==> src/rtl/counter_down_timer_if.sv <==
// Control and status bundle for the down-counting timer.
// master drives commands and load value; slave returns count, busy and done.
interface counter_down_timer_if #(
  parameter int WIDTH = 8
);
  logic             clear;
  logic             start;
  logic             stop;
  logic             auto_reload;
  logic [WIDTH-1:0] load_value;
  logic [WIDTH-1:0] counter;
  logic             busy;
  logic             done;

  modport master (
    output clear, start, stop, auto_reload, load_value,
    input  counter, busy, done
  );

  modport slave (
    input  clear, start, stop, auto_reload, load_value,
    output counter, busy, done
  );
endinterface

==> src/rtl/counter_down_timer.sv <==
// Loadable down-counter with pause/resume and optional auto-reload; all outputs registered.
// Counter updates on the edge that samples a command; done follows the zero-handling edge by one cycle.
module counter_down_timer #(
  parameter int WIDTH     = 8,
  parameter int MAX_VALUE = 200
) (
  input  logic                  clk,
  input  logic                  RST,
  counter_down_timer_if.slave   bus
);

  typedef enum logic [1:0] {
    IDLE  = 2'd0,
    RUN   = 2'd1,
    PAUSE = 2'd2
  } state_t;

  localparam logic [WIDTH-1:0] MAX_W = WIDTH'(MAX_VALUE);

  state_t           state;
  state_t           state_nxt;
  logic [WIDTH-1:0] counter_q;
  logic [WIDTH-1:0] counter_nxt;
  logic [WIDTH-1:0] reload_q;
  logic [WIDTH-1:0] reload_nxt;
  logic             done_q;
  logic             done_nxt;
  logic             busy_q;
  logic [WIDTH-1:0] load_clamped;

  assign load_clamped = (bus.load_value > MAX_W) ? MAX_W : bus.load_value;

  always_ff @(posedge clk or posedge RST) begin
    if (RST) begin
      state     <= IDLE;
      counter_q <= '0;
      reload_q  <= '0;
      done_q    <= 1'b0;
      busy_q    <= 1'b0;
    end else begin
      state     <= state_nxt;
      counter_q <= counter_nxt;
      reload_q  <= reload_nxt;
      done_q    <= done_nxt;
      busy_q    <= (state_nxt != IDLE);
    end
  end

  // clear beats stop beats start in every state; a stop on the zero edge defers done
  always_comb begin
    state_nxt   = state;
    counter_nxt = counter_q;
    reload_nxt  = reload_q;
    done_nxt    = 1'b0;

    if (bus.clear) begin
      state_nxt   = IDLE;
      counter_nxt = '0;
    end else begin
      case (state)
        IDLE: begin
          if (!bus.stop && bus.start) begin
            counter_nxt = load_clamped;
            reload_nxt  = load_clamped;
            state_nxt   = RUN;
          end
        end
        RUN: begin
          if (bus.stop) begin
            state_nxt = PAUSE;
          end else if (counter_q != '0) begin
            counter_nxt = counter_q - WIDTH'(1);
          end else begin
            done_nxt = 1'b1;
            if (bus.auto_reload) begin
              counter_nxt = reload_q;
            end else begin
              state_nxt = IDLE;
            end
          end
        end
        PAUSE: begin
          if (!bus.stop && bus.start) begin
            state_nxt = RUN;
          end
        end
        default: begin
          state_nxt   = IDLE;
          counter_nxt = '0;
        end
      endcase
    end
  end

  assign bus.counter = counter_q;
  assign bus.busy    = busy_q;
  assign bus.done    = done_q;

endmodule

==> src/flat_wrapper.sv <==
// flat-port wrapper written by rule: the top's interface ports become plain ports
module counter_down_timer_flat 
#(
  parameter int WIDTH     = 8,
  parameter int MAX_VALUE = 200
)
  (clk, RST, bus_clear, bus_start, bus_stop, bus_auto_reload, bus_load_value, bus_counter, bus_busy, bus_done);
  counter_down_timer_if #(.WIDTH(WIDTH)) bus_i ();
  input  logic clk;
  input  logic RST;
  input wire logic [$bits(bus_i.clear)-1:0] bus_clear;
  input wire logic [$bits(bus_i.start)-1:0] bus_start;
  input wire logic [$bits(bus_i.stop)-1:0] bus_stop;
  input wire logic [$bits(bus_i.auto_reload)-1:0] bus_auto_reload;
  input wire logic [$bits(bus_i.load_value)-1:0] bus_load_value;
  output wire logic [$bits(bus_i.counter)-1:0] bus_counter;
  output wire logic [$bits(bus_i.busy)-1:0] bus_busy;
  output wire logic [$bits(bus_i.done)-1:0] bus_done;
  assign bus_i.clear = bus_clear;
  assign bus_i.start = bus_start;
  assign bus_i.stop = bus_stop;
  assign bus_i.auto_reload = bus_auto_reload;
  assign bus_i.load_value = bus_load_value;
  assign bus_counter = bus_i.counter;
  assign bus_busy = bus_i.busy;
  assign bus_done = bus_i.done;
  counter_down_timer #(.WIDTH(WIDTH), .MAX_VALUE(MAX_VALUE)) u_core (.clk(clk), .RST(RST), .bus(bus_i));
endmodule
==> config.mk <==
export PLATFORM = sky130hd
export DESIGN_NAME = counter_down_timer_flat
export DESIGN_NICKNAME = d
export VERILOG_FILES = /design/src/rtl/counter_down_timer_if.sv /design/src/rtl/counter_down_timer.sv /design/src/flat_wrapper.sv
export SDC_FILE = /design/constraint.sdc
export NUM_CORES = 1
export LEC_CHECK = 0
export CAP_MARGIN = 20
export CORE_UTILIZATION = 50
export DETAILED_ROUTE_END_ITERATION = 10
export GPL_TIMING_DRIVEN = 0
export PLACE_DENSITY_LB_ADDON = 0.2
export SKIP_LAST_GASP = 1
export SLEW_MARGIN = 25
export SYNTH_ARGS = -nofsm -noshare
export SYNTH_HDL_FRONTEND = slang
export SYNTH_SLANG_ARGS = --single-unit
==> constraint.sdc <==
create_clock -name clk -period 2.1 [get_ports clk]
set_input_delay 0.63 -clock clk [delete_from_list [all_inputs] [get_ports clk]]
set_output_delay 0.63 -clock clk [all_outputs]
set_load 0.03 [all_outputs]
## Word-level counts from Yosys, hierarchy flattened

Index checks and enable logic that the tools add are counted.
Widths: inputs -> output; s select.

- Input bits: 14
- Word-level logic and storage cells: 39
- Output and inout bits: 10
- Bits in registers: 20

- Add/sub/neg operators: 1
- $lt $le $gt $ge: 1
- Reductions and logical operators: 8
- Multiplexer cells: 17
- Bitwise operators: 1
- Eq/ne operators: 6

Operators with widths:

| kind | count |
|---|---|
| $mux 8 | 6 |
| $pmux 8 s3 | 1 |
| $mux 2 | 5 |
| $gt 8x8->1 const B | 1 |
| $reduce_bool 8->1 | 1 |
| $sub 8x1->8 const B | 1 |
| $mux 1 | 4 |
| $ne 4x3->1 const B | 1 |
| $pmux 2 s2 | 1 |
| $reduce_and 4->1 | 1 |
| $ne 3x2->1 const B | 1 |
| $ne 3x3->1 const B | 1 |
| $reduce_and 3->1 | 1 |
| $eq 2x1->1 const B | 1 |
| $eq 2x2->1 const B | 1 |
| $logic_not 2->1 | 1 |
| $ne 2x2->1 const B | 1 |
| $reduce_bool 2->1 | 1 |
| $reduce_or 2->1 | 1 |
| $logic_and 1x1->1 | 1 |
| $logic_not 1->1 | 1 |
| $not 1->1 | 1 |

## Longest topological paths before layout

Gate-level depths: netlist (run 1).

- Depth in word-level cells: 6
- Gate-level depth with buffers: 8
- Gate-level depth less buffers: 7

## Least setup slack after synthesis (run 1)

Ideal clock, no wire load.

- Path type: register -> register
- Start: register u_core.counter_q[0], in the netlist u_core.bus.counter[0]
- End: register u_core.counter_q[5], in the netlist u_core.bus.counter[5]
- Setup time: 0.069 ns
- Slack: 0.153 ns
- Clock period less this slack: 1.947 ns
- Required time: 2.031 ns
- Data arrival time: 1.878 ns
- Path buffers: 1
- Stages on the path, launching flop included: 9
- Path through: dfrtp_1 > inv_1 > ha_1 > or3b_1 > buf_2 > nor3_4 > or2_1 > or3_1 > nand3_1

- Longest elaborated chain between the ends: 5
- Elaborated cells between the ends (all ways): 8
- Those cells by class: 1 x add/sub; 1 x eq/ne; 4 x mux; 2 x reduce/logical

Ends and longest elaborated chain:

| element | RTL line | RTL |
|---|---|---|
| from (decl) | counter_down_timer.sv:22 | `logic [WIDTH-1:0] counter_q;` |
| from (signal assigned) | counter_down_timer.sv:42 | `counter_q <= counter_nxt;` |
| $sub 8x1->8 / $reduce_bool 8->1 (equally long branches) | counter_down_timer.sv:72, counter_down_timer.sv:71 |  |
| $mux 8 | counter_down_timer.sv:71 | `end else if (counter_q != '0) begin` |
| $mux 8 | counter_down_timer.sv:69 | `if (bus.stop) begin` |
| $pmux 8 s3 | counter_down_timer.sv:60 | `case (state)` |
| $mux 8 | counter_down_timer.sv:56 | `if (bus.clear) begin` |

Several ways; a longest one is shown, not always the timed one. The select of a mux whose other input is x is not followed.
A chain may end at the register's enable or synchronous reset.

## Final worst setup path (run 1)

- Start: register u_core.counter_q[1], in the netlist u_core.bus.counter[1]
- End: output bus_counter[1]

RTL lines:

| element | RTL line | RTL |
|---|---|---|
| to (decl) | flat_wrapper.sv:16 | `output wire logic [$bits(bus_i.counter)-1:0] bus_counter;` |

No word-level cell between the ends.

==> impl_metrics.env, run 1 <==
export IMPL_outcome="complete, no violations"
export IMPL_drt_initial_drc_count=26
export IMPL_first_global_vias=1041
export IMPL_wire_per_inst_microns=15.1
export IMPL_grt_pass1_wl_microns=4570
export IMPL_vdd_drop_max_mv=0.537
export IMPL_final_min_clock_period_ns=2.05
export IMPL_cts_buffers=3
export IMPL_worst_slew_pin_slew_ns=0.772
export IMPL_rr_startpoint="u_core.bus.counter[0]"
export IMPL_ys_ff_latch=20
export IMPL_avgSynthCellArea_sq_um=8.75
export IMPL_synth_fp_nets=152
export IMPL_crit_reg2reg_capture="u_core.bus.counter[6]"
export IMPL_antenna_found_initial=0
export IMPL_core_area_sq_um=2230
export IMPL_cts_setup_buffers=0
export IMPL_die_x_microns=50.8
export IMPL_fin_skew_ns=0.000671
export IMPL_ant_nets=0
export IMPL_cts_sinks=20
export IMPL_critical_path_class="register to output pin"
export IMPL_ys_warn_count=0
export IMPL_dieArea_sq_um=2580
export IMPL_muxShareOfSynthArea_pct=1.68
export IMPL_critPathTopFamily="buffers and inverters"
export IMPL_synthTopCellsByCount="nand2_1 (29), dfrtp_1 (20), nor2_1 (13)"
export IMPL_crit_path_start="u_core.bus.counter[1]"
export IMPL_drc=0
export IMPL_hold_path_depth=2
export IMPL_synth_cell_area_sq_um=1190
export IMPL_hold_class="register to register"
export IMPL_drv_cap=0
export IMPL_ys_types=37
export IMPL_rows=17
export IMPL_crit_arrival_ns=1.42
export IMPL_synth_top_area_share_pct=42.1
export IMPL_insertion_delay_ns=0.31
export IMPL_cts_tree="done"
export IMPL_worstPathRequired_ns=1.47
export IMPL_ios=24
export IMPL_routed_wl_microns=2890
export IMPL_finalSetupViolCount=0
export IMPL_crit_chain="clkdlybuf4s50_1"
export IMPL_via_count=1114
export IMPL_grt_max_degree=21
export IMPL_antenna_cells=0
export IMPL_critPathBufInv=1
export IMPL_timing_final_crit_share_pct=97.7
export IMPL_finalWeightedCongestion=0.820
export IMPL_synth_compound_area_share_pct=14.4
export IMPL_synthToLayoutAreaGrowth_pct=26.0
export IMPL_cts_max_level=1
export IMPL_finalPower_uw=1080
export IMPL_layout_nets=180
export IMPL_crit_fanout=5
export IMPL_dpl_hpwl_microns=2130
export IMPL_slew_headroom_pct=48.5
export IMPL_slew_viol_final=0
export IMPL_grt_usage_pct=24.9
export IMPL_hold_violations=0
export IMPL_clock_path_buffers=2
export IMPL_cellPowerDensity_nw_per_um2=721
export IMPL_whs_ns=0.493
export IMPL_reg2reg_depth=8
export IMPL_synth_top_family_by_area="simple AND/OR/NAND/NOR gates"
export IMPL_syn_inst=136
export IMPL_synth_edff_count=0
export IMPL_fp_dieH_microns=50.8
export IMPL_synth_largest_area_cell="dfrtp_1"
export IMPL_cpPeakStageDelay_ns=0.69
export IMPL_crit_path_start_kind="register"
export IMPL_start_util_pct=53.3
export IMPL_synth_area_leaders="dfrtp_1 (42%), nand2_1 (9.1%), nor2_1 (4.1%), o211ai_1 (3.2%), a31oi_1 (2.6%)"
export IMPL_worstSetupEndpointType="output pin"
export IMPL_synth_ff_type="dfrtp_1"
export IMPL_fmax_mhz=487
export IMPL_grt_overflow=0
export IMPL_synthArstFlopShare_pct=100
export IMPL_hold_start="u_core.reload_q[7]"
export IMPL_yosysSeqAreaShare_pct=42.1
export IMPL_vias_per_cell=5.83
export IMPL_synth_simple_area_share_pct=32.0
export IMPL_clk_pin_slew_ns=0.12
export IMPL_root_buffer="clkbuf_4"
export IMPL_yosysMostFrequentCell="nand2_1"
export IMPL_synthXorXnorAreaFrac_pct=3.68
export IMPL_p_leak_uw=0.000746
export IMPL_drive_above_1_share_pct=9.82
export IMPL_ctsHoldBuffers=0
export IMPL_synthAdderAreaFrac_pct=2.10
export IMPL_crit_slowest_cell="clkdlybuf4s50_1"
export IMPL_portBuffers=23
export IMPL_worstHoldEndpoint="u_core.reload_q[7]"
export IMPL_worst_r2r_setup_slack_ns=0.06
export IMPL_drt_first_pass_iters=4
routing by layer:
| layer | vias to the layer above | track usage, % | wire length (microns) |
|---|---|---|---|
| met5 | - | 0 | 0 |
| met4 | 0 | 13.9 | 71 |
| met3 | 9 | 3.64 | 145 |
| met2 | 48 | 42.2 | 1430 |
| met1 | 530 | 30.0 | 1240 |
| li1 | 527 | - | - |
worst reg2reg max path, cell delays in order (launching register included):
cell      delay, ns
dfrtp_1        0.44
inv_1          0.11
ha_1           0.15
or3b_1         0.33
buf_2          0.19
nor2_8         0.18
nor2_2         0.07
a222oi_1       0.36
nand2_1        0.09
sequential cells by signal, indices dropped and copies added, names as in the netlist:
signal / count
u_core.state: 2
u_core.bus.counter: 8
u_core.reload_q: 8
u_core.bus.done: 1
u_core.bus.busy: 1
what timing repair did:
item	4_1_cts	5_1_grt
setup endpoints to repair	6	4
resized for setup	4	4
hold endpoints to repair	0	0
cell type report:
| type | count | area [sq um] |
|---|---|---|
| Multi-Input combinational cell | 107 | 646 |
| Timing Repair Buffer | 23 | 233 |
| Buffer | 5 | 33.8 |
| Sequential cell | 20 | 500 |
| Tap cell | 28 | 35.0 |
| Clock buffer | 4 | 36.3 |
| Inverter | 4 | 15.0 |
| Fill cell | 195 | 734 |
logic make-up (layout without fill, tap and decap cells):
family | Yosys count | count (layout)
buffers and inverters | 9 | 36
and+or+nand+nor | 73 | 73
adders and majority gates | 2 | 2
AOI/OAI and AO/OA | 25 | 25
DFF | 20 | 20
xor gates and xnor gates | 5 | 5
muxes | 2 | 2
stage by stage:
stage / util [%] / area (sq um) / setup TNS [ns] / worst slack [ns] / std cells
after floorplan: - / 1190 / 0 / 0.153 / 136
after global placement: 65.2 / 1460 / -3.00 / -0.438 / 187
after detailed placement: 65.2 / 1460 / -3.33 / -0.480 / 187
after CTS: 66.6 / 1490 / 0 / 0.0186 / 191
after global routing: 67.1 / 1500 / -0.0317 / -0.0317 / 191
final: 67.1 / 1500 / 0 / 0.0484 / 191
power by group:
| part | switching (uW) | internal, uW | total, uW |
|---|---|---|---|
| clock | 128 | 106 | 234 |
| sequential | 36.7 | 430 | 467 |
| combinational | 220 | 160 | 380 |
| total | 385 | 696 | 1080 |
worst max path at each step:
stage                            end  slack [ns]  cells after the start
6_report              bus_counter[1]        0.05                      1
3_5_place_dp   u_core.bus.counter[5]       -0.48                      7
5_1_grt        u_core.bus.counter[6]       -0.03                      8
2_1_floorplan  u_core.bus.counter[5]        0.15                      8
3_3_place_gp   u_core.bus.counter[5]       -0.44                      7
4_1_cts               bus_counter[0]        0.02                      1
layout by cell type, fill, tap and decap left out, drive strengths merged:
master,count
xnor2,2
nand3,6
a21o,1
o22ai,1
nand2b,1
inv,4
dfrtp,20
a2bb2oi,1
o21ai,3
nor2b,2
nand2,29
and2,1
mux2i,2
dlygate4sd2,4
or3,3
or4,1
nor3b,4
or2,2
o2bb2ai,1
dlymetal6s2s,3
a31oi,5
xor2,3
o211ai,5
o21a,1
a21oi,5
nor2,16
nor3,7
clkdlybuf4s50,16
o31ai,1
buf,4
a222oi,1
ha,2
or3b,1
clkbuf,5
No activity file was read; power rests on OpenSTA's default activity.
==> run 2: changes to the inputs <==
Settings changed: CORE_UTILIZATION 50 to 53, CTS_BUF_LIST set to sky130_fd_sc_hd__clkbuf_2.
==> impl_metrics.env, run 2 (same netlist as run 1, synthesis figures left out) <==
export IMPL_outcome="complete, no violations"
export IMPL_wire_per_inst_microns=14.0
export IMPL_critPathTopFamily="buffers and inverters"
export IMPL_crit_slowest_cell="clkdlybuf4s50_1"
export IMPL_ant_nets=0
export IMPL_timing_final_crit_share_pct=94.0
export IMPL_clk_pin_slew_ns=0.18
export IMPL_ctsHoldBuffers=0
export IMPL_crit_chain="clkdlybuf4s50_1"
export IMPL_root_buffer="clkbuf_2"
export IMPL_cts_max_level=1
export IMPL_cts_sinks=20
export IMPL_finalWeightedCongestion=0.903
export IMPL_grt_max_degree=21
export IMPL_drive_above_1_share_pct=8.64
export IMPL_final_util_pct=71.9
export IMPL_vias_per_cell=5.78
export IMPL_grt_overflow=0
export IMPL_rsz0062_at_grt="no"
export IMPL_crit_arrival_ns=1.35
export IMPL_gr_usage_met2_pct=37.7
export IMPL_die_x_microns=49.4
export IMPL_worstPathRequired_ns=1.47
export IMPL_routed_wl_microns=2650
export IMPL_insertion_delay_ns=0.32
export IMPL_fin_skew_ns=0.00231
export IMPL_dieArea_sq_um=2440
export IMPL_critical_path_class="register to output pin"
export IMPL_vdd_drop_max_mv=0.383
export IMPL_ios=24
export IMPL_core_area_sq_um=2040
export IMPL_antenna_cells=0
export IMPL_slew_headroom_pct=49.2
export IMPL_dpl_hpwl_microns=2010
export IMPL_via_count=1092
export IMPL_start_util_pct=58.3
export IMPL_drt_first_pass_iters=4
export IMPL_fmax_mhz=506
export IMPL_cts_tree="done"
export IMPL_cellPowerDensity_nw_per_um2=675
export IMPL_finalSetupViolCount=0
export IMPL_crit_path_start_kind="register"
export IMPL_drv_cap=0
export IMPL_worstSetupEndpointType="output pin"
export IMPL_final_min_clock_period_ns=1.98
export IMPL_grt_usage_pct=24.1
export IMPL_portBuffers=23
export IMPL_first_global_vias=975
export IMPL_mostFrequentLayoutCells="nand2_1 (29), dfrtp_1 (20), clkdlybuf4s50_1 (14)"
export IMPL_p_leak_uw=0.000745
export IMPL_fp_dieH_microns=49.4
export IMPL_drt_initial_drc_count=40
export IMPL_rows=16
export IMPL_synthToLayoutAreaGrowth_pct=23.4
export IMPL_clock_path_buffers=2
export IMPL_use_met1_pct=35.0
export IMPL_worst_slew_pin_slew_ns=0.762
export IMPL_cts_buffers=3
export IMPL_hold_class="register to register"
export IMPL_critPathBufInv=1
export IMPL_antenna_found_initial=0
export IMPL_hold_violations=0
export IMPL_final_common_cell="nand2_1"
export IMPL_layout_nets=180
export IMPL_grt_pass1_wl_microns=4450
export IMPL_cpPeakStageDelay_ns=0.66
export IMPL_drc=0
export IMPL_finalSetupTns_ns=0
export IMPL_slew_viol_final=0
export IMPL_crit_fanout=1
export IMPL_finalPower_uw=991
export IMPL_cts_setup_buffers=0
export IMPL_top_usage_layer="met2"
export IMPL_gr_usage_met3_pct=1.87
## run 2: final cells by class
type,count,area [sq um]
Tap cell,27,33.8
Clock buffer,3,15.0
Fill cell,194,573
Sequential cell,20,500
Inverter,4,15.0
Buffer,5,33.8
Multi-Input combinational cell,107,641
Timing Repair Buffer,23,230
## run 2: per-layer routing
metal	wire [microns]	vias up
met2	1240	38
li1	-	528
met4	34	0
met5	0	-
met3	157	4
met1	1220	522
## run 2: per-stage QoR
| step | hold slack [ns] | instance area, sq um | setup WS [ns] | std cells |
|---|---|---|---|---|
| 6_report | 0.518 | 1470 | 0.125 | 189 |
| 5_1_grt | 0.536 | 1470 | 0.0306 | 189 |
| 4_1_cts | 0.509 | 1460 | 0.00376 | 189 |
| 3_5_place_dp | 0.472 | 1450 | -0.458 | 186 |
| 3_3_place_gp | 0.465 | 1450 | -0.431 | 186 |
| 2_1_floorplan | 0.445 | 1190 | 0.153 | 136 |
## run 2: path summary, 6_finish.rpt
kind                                        from                    end  slack (ns)  depth (start not counted)
max                              u_core.bus.done               bus_done        0.12                          1
min                           u_core.reload_q[4]     u_core.reload_q[4]        0.52                          2
max reg2reg                u_core.bus.counter[0]  u_core.bus.counter[6]        0.15                          8
min reg2reg                   u_core.reload_q[4]     u_core.reload_q[4]        0.52                          2
max in group asynchronous                    RST  u_core.bus.counter[0]        0.91                          2
min in group asynchronous                    RST  u_core.bus.counter[5]        0.71                          2
## run 2: report_power, final
group | internal (uW) | total [uW] | switching, uW
Sequential | 430 | 470 | 39.4
Combinational | 157 | 367 | 210
Clock | 38.9 | 155 | 116
## run 2: what timing repair did
item | CTS | global route
gates resized for setup | 6 | 3
gates cloned | 0 | 0
endpoints found under the hold margin | 0 | 0
setup endpoints to repair | 6 | 3
==> run 3: changes to the inputs <==
Settings changed: SLEW_MARGIN 25 to 20.
==> results of run 3 <==
No change in the layout: final DEF, timing and power equal those of run 2.
